[src/rtl/ripple_carry_adder.sv]
`default_nettype none
// ============================================================================
// Module      : ripple_carry_adder
// Description : WIDTH-bit adder built from a chain of 1-bit full adders, with
//               registered sum, carry-out and signed-overflow (1-cycle latency).
// Revision    : 1.0 - initial release
// ============================================================================
module ripple_carry_adder #(
    parameter int WIDTH = 32
) (
    input  logic             clk,
    input  logic             rst,
    input  logic [WIDTH-1:0] in1,
    input  logic [WIDTH-1:0] in2,
    output logic [WIDTH-1:0] sum,
    output logic             cout,
    output logic             overflow
);

    logic [WIDTH-1:0] w_sum_d;
    logic             w_cout_d;
    logic             w_overflow_d;

    logic [WIDTH-1:0] r_sum_q;
    logic             r_cout_q;
    logic             r_overflow_q;

    // The carry is a block-local variable so the chain evaluates strictly
    // from bit 0 upward inside one process.
    always_comb begin : p_fa_chain
        logic w_carry;
        logic w_a_x_b;
        logic w_carry_into_msb;
        w_sum_d          = '0;
        w_cout_d         = 1'b0;
        w_overflow_d     = 1'b0;
        w_carry          = 1'b0;
        w_a_x_b          = 1'b0;
        w_carry_into_msb = 1'b0;
        for (int i = 0; i < WIDTH; i++) begin
            w_a_x_b    = in1[i] ^ in2[i];
            w_sum_d[i] = w_a_x_b ^ w_carry;
            if (i == WIDTH - 1) begin
                w_carry_into_msb = w_carry;
            end
            w_carry = (in1[i] & in2[i]) | (w_carry & w_a_x_b);
        end
        w_cout_d     = w_carry;
        w_overflow_d = w_carry ^ w_carry_into_msb;
    end

    always_ff @(posedge clk) begin
        if (rst) begin
            r_sum_q      <= '0;
            r_cout_q     <= 1'b0;
            r_overflow_q <= 1'b0;
        end else begin
            r_sum_q      <= w_sum_d;
            r_cout_q     <= w_cout_d;
            r_overflow_q <= w_overflow_d;
        end
    end

    assign sum      = r_sum_q;
    assign cout     = r_cout_q;
    assign overflow = r_overflow_q;

endmodule
`default_nettype wire

[config.mk]
export PLATFORM = sky130hd
export DESIGN_NAME = ripple_carry_adder
export DESIGN_NICKNAME = d
export VERILOG_FILES = /design/src/rtl/ripple_carry_adder.sv
export SDC_FILE = /design/constraint.sdc
export NUM_CORES = 1
export LEC_CHECK = 0
export ABC_AREA = 1
export BUFFER_PORTS_ARGS = -buffer_cell sky130_fd_sc_hd__buf_2
export CAP_MARGIN = 0
export CORE_MARGIN = 4
export CORE_UTILIZATION = 48
export CTS_BUF_LIST = sky130_fd_sc_hd__clkbuf_4 sky130_fd_sc_hd__clkbuf_8
export DETAILED_ROUTE_END_ITERATION = 7
export PLACE_DENSITY_LB_ADDON = 0.1
export RECOVER_POWER = 100
export SYNTH_ARGS = -nofsm -noshare
export SYNTH_HDL_FRONTEND = slang
export SYNTH_SLANG_ARGS = --single-unit
[constraint.sdc]
create_clock -name clk -period 28 [get_ports clk]
set_input_delay 1.4 -clock clk [delete_from_list [all_inputs] [get_ports clk]]
set_output_delay 1.4 -clock clk [all_outputs]
set_load 0.005 [all_outputs]
==> results of run 1 <==
==> logic make-up after synthesis <==
group,share of synthesized area [%]
adders and majority gates,38.5
and+or+nand+nor,8.75
buffers and inverters,11.4
DFF,41.4
==> layout make-up <==
class	count	area share, %
well taps	44	2.52
clock buffers	7	2.69
flip-flops and latches	34	31.1
clock inverters	1	0.229
inverters	38	6.53
multi-input cells	69	35.5
repair buffers	99	21.4
==> worst min path at each step <==
stage                          to    from  cells past startpoint
6_report        sum[0]$_SDFF_PP0_  in2[0]                      4
5_1_grt         sum[0]$_SDFF_PP0_  in2[0]                      4
4_1_cts         sum[0]$_SDFF_PP0_  in2[0]                      4
3_5_place_dp    sum[0]$_SDFF_PP0_  in2[0]                      4
3_3_place_gp    sum[0]$_SDFF_PP0_  in2[0]                      4
2_1_floorplan  sum[28]$_SDFF_PP0_     rst                      2
==> cell usage after synthesis (all sizes together) <==
| cell | count | area [sq um] |
|---|---|---|
| buf | 4 | 45.0 |
| inv | 38 | 143 |
| nand2 | 2 | 7.51 |
| fa | 31 | 621 |
| ha | 1 | 12.5 |
| nor2 | 35 | 136 |
| dfxtp | 34 | 681 |
==> through the flow <==
| step | std cells | cell area [sq um] |
|---|---|---|
| 2_1_floorplan | 145 | 1650 |
| 3_3_place_gp | 284 | 2150 |
| 3_5_place_dp | 284 | 2150 |
| 4_1_cts | 292 | 2210 |
| 5_1_grt | 292 | 2190 |
| 6_report | 292 | 2190 |
==> flip-flops by register name, summed over array words and instances (netlist names) <==
name / flops
cout: 1
sum: 32
overflow: 1
==> layer usage <==
metal | vias up | share of wire [%] | track usage (%)
met5 | - | 0 | 0
met4 | 0 | 1.8 | 7.61
met3 | 5 | 15 | 9.27
met2 | 70 | 50 | 27.0
met1 | 535 | 33 | 15.5
li1 | 601 | - | -
==> report_power, final <==
group | switching [mW] | leakage [nW] | internal [mW]
Clock | 0.0152 | 0.0387 | 0.0131
Combinational | 0.0150 | 0.849 | 0.0138
Sequential | 0.00136 | 0.283 | 0.0546
Total | 0.0316 | 1.17 | 0.0815
==> impl_metrics.json, run 1 <==
{
  "status": "finished clean",
  "numCtsBuffers": 5,
  "die-area_sq_mm": 0.00443,
  "antenna_found_initial": 0,
  "synth_warnings": 0,
  "synth.distinct_cells": 8,
  "cp-start-kind": "primary input",
  "drv_cap": 0,
  "syn-cell-area_sq_mm": 0.00165,
  "nFillCells": 271,
  "layout_commonest_cell": "buf_2",
  "critPathMaxStageDelay_ns": 0.42,
  "endpoint": "sum[31]$_SDFF_PP0_",
  "firstDrtPassIters": 4,
  "setup_total_negative_slack_ns": 0,
  "fin_crit_ns": 13.66,
  "worst_ep_required_time_ns": 28.26,
  "postCtsSetupRepairBufs": 0,
  "cts_hold_buf": 0,
  "drc_errors": 0,
  "drt-initial-drc-count": 40,
  "drtAntennaViolNets": 0,
  "overflow": 0,
  "chipWidth_um": 66.5,
  "routed_wl_um": 3140,
  "power.density_mw_per_mm2": 51.7,
  "synth_seq_cells": 34,
  "ctsLongestPathBuffers": 2,
  "dr_total_vias": 1211,
  "pin_count": 100,
  "start_util_pct": 52.2,
  "area_growth_pct": 32.9,
  "place_hpwl_um": 2610,
  "seqCellArea_sq_um": 681,
  "syn_avg_cell_area_sq_um": 11.3,
  "ctsResizeCount": 0,
  "num-nets-final": 345,
  "power_mw": 0.113,
  "grt_pass1_wl_um": 5110,
  "drt-vias-per-instance": 4.15,
  "die_y_um": 66.5,
  "crit_top_cell": "fa_1",
  "tritoncts": "built",
  "finalWeightedCongestion": 0.693,
  "path_delay_family": "adder cells",
  "antenna_cells": 0,
  "tightest_slew_ns": 1.44,
  "leakage_nw": 1.17,
  "final_cell_mix": "76 x buf_2, 38 x inv_1, 34 x dfxtp_1",
  "wl_per_cell_um": 10.7,
  "placementRows": 20,
  "path_clk_slew_ns": 0.10,
  "track_usage_pct": 16.0,
  "clock-sinks": 34,
  "cts_root_buf": "clkbuf_4",
  "multi_input_area_sq_um": 777,
  "slew_viol_final": 0,
  "holdWs_ns": 1.38,
  "slew_headroom_pct": 4.12,
  "numPortBuffers": 99,
  "cp.depth": 37,
  "h-tree-depth": 2,
  "grt_pass1_vias": 1246,
  "critPathLaunch": "in1[0]",
  "fmax_mhz": 73.2,
  "hp-class": "primary input to register",
  "ir_drop_uv": 26.9,
  "grt_start_max_net_pins": 35,
  "finalSetupViolCount": 0,
  "finalWorstSetupSlack_ns": 14.34,
  "synth_cells": 145,
  "hold_viol": 0,
  "drive_gt1_share_pct": 34.7,
  "finalCritPeriodShare_pct": 48.8,
  "endpoint_kind": "register",
  "path_buf_inv": 4,
  "slowest_stage": "fa_1",
  "dpl_worst_slack_ns": 13.99,
  "syn_nets": 243,
  "synth-seq-area-share_pct": 41.4,
  "rsz0062_at_grt": "false",
  "fp.coreArea_sq_mm": 0.00315,
  "arrival_ns": 13.92,
  "crit_type": "primary input to register",
  "fin_util_pct": 69.3,
  "worstPathMaxFanout": 3
}
No activity file was read; power rests on OpenSTA's default activity.
==> run 2: changes to the inputs <==
Settings changed: CORE_UTILIZATION 48 to 40.
Clock period 28 ns to 11.8 ns, I/O delays scaled along.
==> run 2 against run 1 <==
Worst setup slack got worse by 14 ns. Critical path type unchanged. Sequential share of layout area decreased by 2.5 points. Sequential power rose by 140%. Via count fell by 0.58%. Largest cell class unchanged.
==> impl_metrics.json, run 2 (synthesis results as in run 1) <==
{
  "setup_total_negative_slack_ns": 0,
  "drc_errors": 0,
  "postCtsSetupRepairBufs": 0,
  "dr_total_vias": 1204,
  "tightest_slew_ns": 0.613,
  "finalSetupViolCount": 0,
  "pin_count": 100,
  "drive_gt1_share_pct": 58.2,
  "power_mw": 0.305,
  "dp_cells": 291,
  "cts_root_buf": "clkbuf_8",
  "place_hpwl_um": 2720,
  "endpoint_kind": "register",
  "clkPwrFrac_pct": 31.8,
  "path_clk_slew_ns": 0.07,
  "multi_input_area_sq_um": 867,
  "highest_layer": "met4",
  "slew_viol_final": 0,
  "sw_frac_of_total_pct": 25.6,
  "final_cell_mix": "97 x buf_2, 35 x inv_1, 34 x dfxtp_1",
  "nFillCells": 378,
  "drt-vias-per-instance": 4.03,
  "clock-sinks": 34,
  "drv_cap": 0,
  "p_int_mw": 0.227,
  "finalWorstSetupSlack_ns": 0.250,
  "critPathMaxStageDelay_ns": 0.42,
  "wl_met1_um": 1120,
  "fp.coreArea_sq_mm": 0.00400,
  "arrival_ns": 11.76,
  "dr_wl_met3_um": 382,
  "worstPathMaxFanout": 2,
  "leakage_nw": 1.25,
  "fin_crit_ns": 11.55,
  "drt-initial-drc-count": 4,
  "worst_ep_required_time_ns": 12.01,
  "cp-start-kind": "primary input",
  "crit_top_cell": "fa_2",
  "start_util_pct": 41.1,
  "combPwrFrac_pct": 24.7,
  "hold_viol": 0,
  "antenna_cells": 0,
  "switching_power_mw": 0.0779,
  "die-area_sq_mm": 0.00520,
  "overflow": 0,
  "numCtsBuffers": 5,
  "fin_cells": 299,
  "track_usage_pct": 13.2,
  "area_growth_pct": 44.6,
  "chipWidth_um": 72.1,
  "grt_start_max_net_pins": 35,
  "fmax_mhz": 86.6,
  "firstDrtPassIters": 2,
  "pwr-share-seq_pct": 43.5,
  "grt_pass1_wl_um": 5260,
  "num-nets-final": 346,
  "status": "finished clean",
  "layout_commonest_cell": "buf_2",
  "ir_drop_uv": 50.4,
  "slowest_stage": "fa_2",
  "h-tree-depth": 2,
  "seqCellArea_sq_um": 681,
  "worstHoldEndpoint": "sum[0]$_SDFF_PP0_",
  "power.density_mw_per_mm2": 128,
  "cp.depth": 37,
  "hp-class": "primary input to register",
  "placementRows": 23,
  "hp-start": "in2[0]",
  "holdPathStages": 4,
  "largest_reg_flops": 32,
  "place_area_sq_mm": 0.00222,
  "ctsLongestPathBuffers": 2,
  "grt_pass1_vias": 1250,
  "dpl_worst_slack_ns": -0.493,
  "rsz0062_at_grt": "true",
  "finalCritPeriodShare_pct": 97.9,
  "route.met2.wl_um": 1700,
  "fin_area_sq_mm": 0.00238,
  "wl_per_cell_um": 10.8,
  "drtAntennaViolNets": 0,
  "slew_headroom_pct": 59.1,
  "routed_wl_um": 3230,
  "path_delay_family": "adder cells",
  "crit_type": "primary input to register",
  "tritoncts": "built",
  "path_buf_inv": 4,
  "die_y_um": 72.1,
  "finalWeightedCongestion": 0.717,
  "antenna_found_initial": 0,
  "numPortBuffers": 99
}
==> run 2: cell count changes in the layout (fill, tap and decap cells not counted), moves of 3 or more <==
cell,previous run,this run
fa_1,31,0
fa_2,0,31
clkbuf_1,23,0
buf_2,76,97
clkbuf_8,1,8
clkbuf_4,6,0
inv_1,38,35
inv_2,0,3
==> run 2: final cells by class <==
| class | instances | area share [%] |
|---|---|---|
| inverters | 38 | 6.00 |
| flip-flops and latches | 34 | 28.6 |
| multi-input cells | 69 | 36.5 |
| well taps | 50 | 2.63 |
| clock buffers | 8 | 4.63 |
| repair buffers | 100 | 21.7 |
==> run 2: what timing repair did <==
item	4_1_cts	5_1_grt
pin swaps	1	1
hold buffers	0	0
gates resized for setup	5	11
endpoints found under the setup margin	3	3
==> run 2: routing by layer <==
layer / vias up / track usage (%)
met5: - / 0
met4: 0 / 5.01
met3: 2 / 5.26
met2: 57 / 23.3
met1: 544 / 14.2
li1: 601 / -
==> run 2: stage by stage <==
stage | hold slack, ns | utilization [%]
2_1_floorplan | 0.778 | -
3_3_place_gp | 0.907 | 55.5
3_5_place_dp | 0.920 | 55.5
4_1_cts | 0.629 | 58.5
5_1_grt | 0.655 | 59.5
6_report | 0.626 | 59.5
==> run 2: worst max-delay path by stage <==
stage,startpoint,to
4_1_cts,in1[0],sum[31]$_SDFF_PP0_
3_5_place_dp,in1[0],sum[31]$_SDFF_PP0_
2_1_floorplan,in1[0],sum[31]$_SDFF_PP0_
3_3_place_gp,in1[0],sum[31]$_SDFF_PP0_
6_report,in1[0],sum[31]$_SDFF_PP0_
5_1_grt,in1[0],sum[31]$_SDFF_PP0_
==> run 2: power by group through the flow <==
stage | logic (mW) | clock network [mW] | registers [mW]
6_report | 0.0753 | 0.0971 | 0.133
5_1_grt | 0.0896 | 0.104 | 0.134
4_1_cts | 0.0763 | 0.101 | 0.133
3_5_place_dp | 0.0751 | 0 | 0.135
3_3_place_gp | 0.0733 | 0 | 0.135
2_1_floorplan | 0.0354 | 0 | 0.138
==> run 2: worst min-delay path: stages <==
cell    delay (ns)
buf_6         0.08
ha_4          0.11
inv_1         0.03
nor2_1        0.06
